## config.mk

```make
export PLATFORM = sky130hd
export DESIGN_NAME = memory_unit
export DESIGN_NICKNAME = d
export VERILOG_FILES = /design/src/rtl/memory_unit.sv
export SDC_FILE = /design/constraint.sdc
export NUM_CORES = 1
export LEC_CHECK = 0
export ABC_AREA = 1
export BUFFER_PORTS_ARGS = -buffer_cell sky130_fd_sc_hd__buf_2
export CAP_MARGIN = 15
export CORE_MARGIN = 2
export CORE_UTILIZATION = 40
export DETAILED_ROUTE_END_ITERATION = 6
export SETUP_SLACK_MARGIN = 0.3
export SLEW_MARGIN = 10
export SYNTH_ARGS = -nofsm -noshare
export SYNTH_HDL_FRONTEND = slang
export SYNTH_SLANG_ARGS = --single-unit
```

## constraint.sdc

```tcl
create_clock -name clk -period 5.3 [get_ports clk]
set_clock_uncertainty 0.15 [all_clocks]
set_input_delay 1.06 -clock clk [delete_from_list [all_inputs] [get_ports clk]]
set_output_delay 1.06 -clock clk [all_outputs]
set_load 0.05 [all_outputs]
```

## src/rtl/memory_unit.sv

```systemverilog
// rtl/memory_unit.sv - boot-loaded byte RAM serving CPU requests
module memory_unit #(
    parameter int ADDR_W = 6,
    parameter int DATA_W = 8
) (
    input  logic                   clk,
    input  logic                   rst,
    input  logic [ADDR_W+DATA_W:0] memory_in,
    output logic [DATA_W-1:0]      memory_out,
    input  logic                   load_valid,
    input  logic [DATA_W-1:0]      load_data,
    input  logic                   load_last,
    output logic                   load_ready,
    output logic                   boot_done,
    output logic [ADDR_W:0]        boot_count
);

    localparam int DEPTH = 1 << ADDR_W;

    typedef enum logic {
        BOOT = 1'b0,
        RUN  = 1'b1
    } state_t;

    state_t state;
    state_t state_nxt;

    logic [DATA_W-1:0] mem [DEPTH];

    logic              cpu_we;
    logic [ADDR_W-1:0] cpu_addr;
    logic [DATA_W-1:0] cpu_wdata;
    logic [ADDR_W-1:0] ptr;
    logic              load_xfer;
    logic              load_final;

    assign cpu_we    = memory_in[ADDR_W+DATA_W];
    assign cpu_addr  = memory_in[ADDR_W+DATA_W-1:DATA_W];
    assign cpu_wdata = memory_in[DATA_W-1:0];

    // The load pointer is the low bits of the byte count; the count only
    // reaches DEPTH as the FSM leaves BOOT, so the pointer never wraps in use.
    assign ptr = boot_count[ADDR_W-1:0];

    // Ready is constant in BOOT, so a transfer is simply valid while booting.
    assign load_xfer  = (state == BOOT) && load_valid;
    assign load_final = load_last || (ptr == ADDR_W'(DEPTH - 1));

    // State register
    always_ff @(posedge clk) begin
        if (rst) begin
            state <= BOOT;
        end else begin
            state <= state_nxt;
        end
    end

    // Next-state: leave BOOT on the accepting edge of the final byte
    always_comb begin
        state_nxt = state;
        if (load_xfer && load_final) begin
            state_nxt = RUN;
        end
    end

    // Outputs: handshake/status from state, read data gated until RUN
    always_comb begin
        load_ready = (state == BOOT);
        boot_done  = (state == RUN);
        memory_out = '0;
        if ((state == RUN) && !rst) begin
            memory_out = mem[cpu_addr];
        end
    end

    // Boot byte counter, frozen once in RUN
    always_ff @(posedge clk) begin
        if (rst) begin
            boot_count <= '0;
        end else if (load_xfer) begin
            boot_count <= boot_count + 1'b1;
        end
    end

    // RAM: cleared on reset, filled by the boot stream, then owned by the CPU
    always_ff @(posedge clk) begin
        if (rst) begin
            for (int i = 0; i < DEPTH; i++) begin
                mem[i] <= '0;
            end
        end else if (load_xfer) begin
            mem[ptr] <= load_data;
        end else if ((state == RUN) && cpu_we) begin
            mem[cpu_addr] <= cpu_wdata;
        end
    end

endmodule

```

Word level (Yosys, flattened, before mapping)
Memories as Yosys holds them, arrays and structs flattened. Cells that the tools add are included.

Equal/unequal tests: 1. Bitwise logic cells: 1. Add/sub/neg operators: 1. Muxes and demuxes: 16. Reductions and logical operators: 8.

Operators with widths (number): $mux 8 (3); $reduce_or 8->1 (2); $mux 6 (2); $mux 1 (11); $add 7x1->7 const B (1); $eq 6x6->1 const B (1); $logic_and 1x1->1 (4); $logic_not 1->1 (1); $logic_or 1x1->1 (1); $not 1->1 (1).

RAM bits: 512. Word-level logic and storage cells: 30. Memories: 1. Output and inout port bits: 17. Input port bits: 27. Register bits: 8.

Memories: mem (depth 64, width 8, read ports 1, clocked after memory_dff 0, write ports 64, line 28) `logic [DATA_W-1:0] mem [DEPTH];`.

Depth between registers and ports, before layout
Depth after elaboration: 8. Gate-level depth with buffers: 12.

Worst setup path before layout
No wires, ideal clock.

Path kind: input port to output port. Start point: input memory_in[8]. End point: output memory_out[3]. Data required time: 4090 ps. Cell stages on the path: 12. Setup slack: 1022 ps. Arrival time: 3068 ps. Cell sequence: clkbuf_1 -> inv_1 -> clkbuf_1 -> clkbuf_1 -> nand2_1 -> nand3_1 -> nand3_1 -> nand2_1 -> nand2_1 -> nand3_1 -> nand3_1 -> a21oi_1.

Word-level cells in the longest chain between the ends: 2.

RTL lines: from (decl) (line 8) `input logic [ADDR_W+DATA_W:0] memory_in,`; $mem_v2 64x8; $mux 8 (line 71) `if ((state == RUN) && !rst) begin`; to (decl) (line 9) `output logic [DATA_W-1:0] memory_out,`.

No other way between the ends.

Worst setup path in the final report
Start point: input memory_in[9]. End point: output memory_out[3].

Same word-level chain as after synthesis.

==> metrics.txt <==
RSZ-0062 raised after global routing=no; Arr. time, crit path=3.52 ns; Crit Path Category=input port to output port; CTS tree=built; Synth area leaders=edfxtp_1, nand2_1, nand3_1; Num Clock Sinks=520; cts bufs inserted=54; crit path capture type=output port; Setup Viol. Count Final=0; final worst path period share=89.3%; Post-CTS Setup Repair Bufs=0; antenna-violating nets left=0; Remaining DRCs=0; initial DRC count=1849; #FFs+latches synth=520; Slew Viols, Final=0; Tot GR Track Use=21.7%; post-synth top area cell=edfxtp_1; fraction of layout cells with a size suffix above 1=10.2%; post-synth top area share=64.2%; Placeable Area=59100 um^2; area delta synth->final=12.2%; num ports=44; crit-path max FO=64; Most Frequent Cell on Critical Path=nand3_1; clock transition at the registers of the reported paths=0.06 ns; max incr delay on CP=0.37 ns; Avg Cell Area, Syn=9.51 um^2; first-pass GRT wire length=103000 um; placer's final routability congestion estimate=0.896; WL per Instance=20.3 um; commonest cells after routing, fill and taps aside=nand2_1, nor2_1, edfxtp_1, nand3_1, nand2_2; Max Cap Viol=0; 1st-pass router iterations=6; Min-Delay Path Class=flop to flop; DP HPWL=41500 um; Leak=10.7 nW; via count=18079; startpoint types=input port; diode count=0; Slew headroom=23.9%; syn_nets=2546; clk_lat worst skew=0.63 ns; setup_tns=0 ns; GRT Residual Overflow=0; Peak VDD IR=0.260 mV; die height=249 um; WHS=0.382 ns; worst slew pin tran=1.14 ns; P per Cell Area=353 nW/um^2; clock root cell=clkbuf_16; CP required=4.09 ns; die area=61900 um^2; Post-CTS Hold Buffers=0; Cell Area, Synth=24000 um^2; Max Freq=211 MHz; cells after synthesis=2518; routed vias/inst=5.46; status=completed; largest net degree at the start of global routing=76; die width=249 um; vias in the first global route=17247; Rows=89; Final Hold Viols=0; Netlist cell types=26; IO buf count=43; initial antenna violation count=0; final WL=67200 um; CP max-delay cell=inv_4; clk buf depth=3; register area share after synthesis=64.8%; CTS resizes=0; critical path, cell by cell=buf_4 -> inv_4 -> buf_4 -> nand3_1 -> nand3_1 -> nand2_1 -> nand2_1 -> nand3_1 -> nand3_1 -> a21oi_1 -> buf_2; Final #Nets=2519; most common cell after layout, fill and taps aside=nand2_1; H-tree levels=2; Initial Utilization=40.5%; Tmin final=4.73 ns; warnings from Yosys=0
[worst max-delay path, delay by kind of cell]
kind	cells	cell delay (ns)
AND/OR/NAND/NOR	6	0.70
buffers and inverters	4	1.37
AO/OA/AOI/OAI	1	0.34
[cells in the mapped netlist]
master and number:
nand3_2 5, buf_4 1, nor3_4 2, buf_2 2, a211oi_1 1, ha_1 1
nand3_1 438, nand2_1 725, o21ai_0 9, buf_1 20, a21oi_1 13, nor2_4 2
nand2_2 60, nor2_1 520, clkinv_1 4, buf_6 1, inv_1 25, nor2_2 11
inv_2 2, dfxtp_1 8, edfxtp_1 512, mux2i_1 8, clkbuf_1 142, o21ai_4 1
xor2_1 1, nor3_1 4
[power breakdown]
part	total [W]	internal, W	switching (W)
logic	0.000781	0.000173	0.000608
registers	0.00470	0.00465	0.0000441
clock network	0.00401	0.00238	0.00164
[final cells by class]
| class | count | area (um^2) |
|---|---|---|
| Multi-Input combinational cell | 1801 | 7770 |
| Tap cell | 773 | 967 |
| Clock inverter | 36 | 419 |
| Inverter | 31 | 124 |
| Timing Repair Buffer | 83 | 624 |
| Clock buffer | 66 | 1450 |
| Sequential cell | 520 | 15500 |
| Fill cell | 5520 | 32200 |
[registers in the layout, summed over array words and instances (netlist names)]
name	flops
mem	512
boot_count	7
boot_done	1
[path summary, 6_finish.rpt]
kind	start	to	slack (ns)	cells past startpoint
worst min register to register	boot_count[6]	boot_count[6]	0.38	2
worst min-delay path	boot_count[6]	boot_count[6]	0.38	2
worst max register to register	boot_done	mem[28][6]	1.78	10
worst max-delay path	memory_in[9]	memory_out[3]	0.57	11
[logic make-up after synthesis]
kind of cell               synth area share [%]
DFF                                        64.8
buffers and inverters                      3.14
xor gates and xnor gates                 0.0366
muxes                                     0.334
AOI/OAI and AO/OA                         0.559
and+or+nand+nor                            31.0
adders and majority gates                0.0522
[per-layer routing]
metal / share of wire, % / track usage [%] / vias up
li1: - / - / 8403
met1: 42 / 29.9 / 8798
met2: 47 / 35.5 / 765
met3: 7.8 / 3.17 / 113
met4: 2.6 / 6.46 / 0
met5: 0 / 0 / -
[per-stage QoR]
| step | util [%] | cells | total power, W | worst slack (ns) | area (um^2) |
|---|---|---|---|---|---|
| final | 45.5 | 3310 | 0.00949 | 0.567 | 26900 |
| after global routing | 45.5 | 3310 | 0.00977 | 0.484 | 26900 |
| after CTS | 45.5 | 3310 | 0.00953 | 0.634 | 26900 |
| after detailed placement | 42.3 | 3208 | 0.00556 | 0.668 | 25000 |
| after global placement | 42.3 | 3208 | 0.00555 | 0.689 | 25000 |
| after floorplan | - | 2518 | 0.00526 | 1.02 | 24000 |
(Power assumes the default switching activity.)
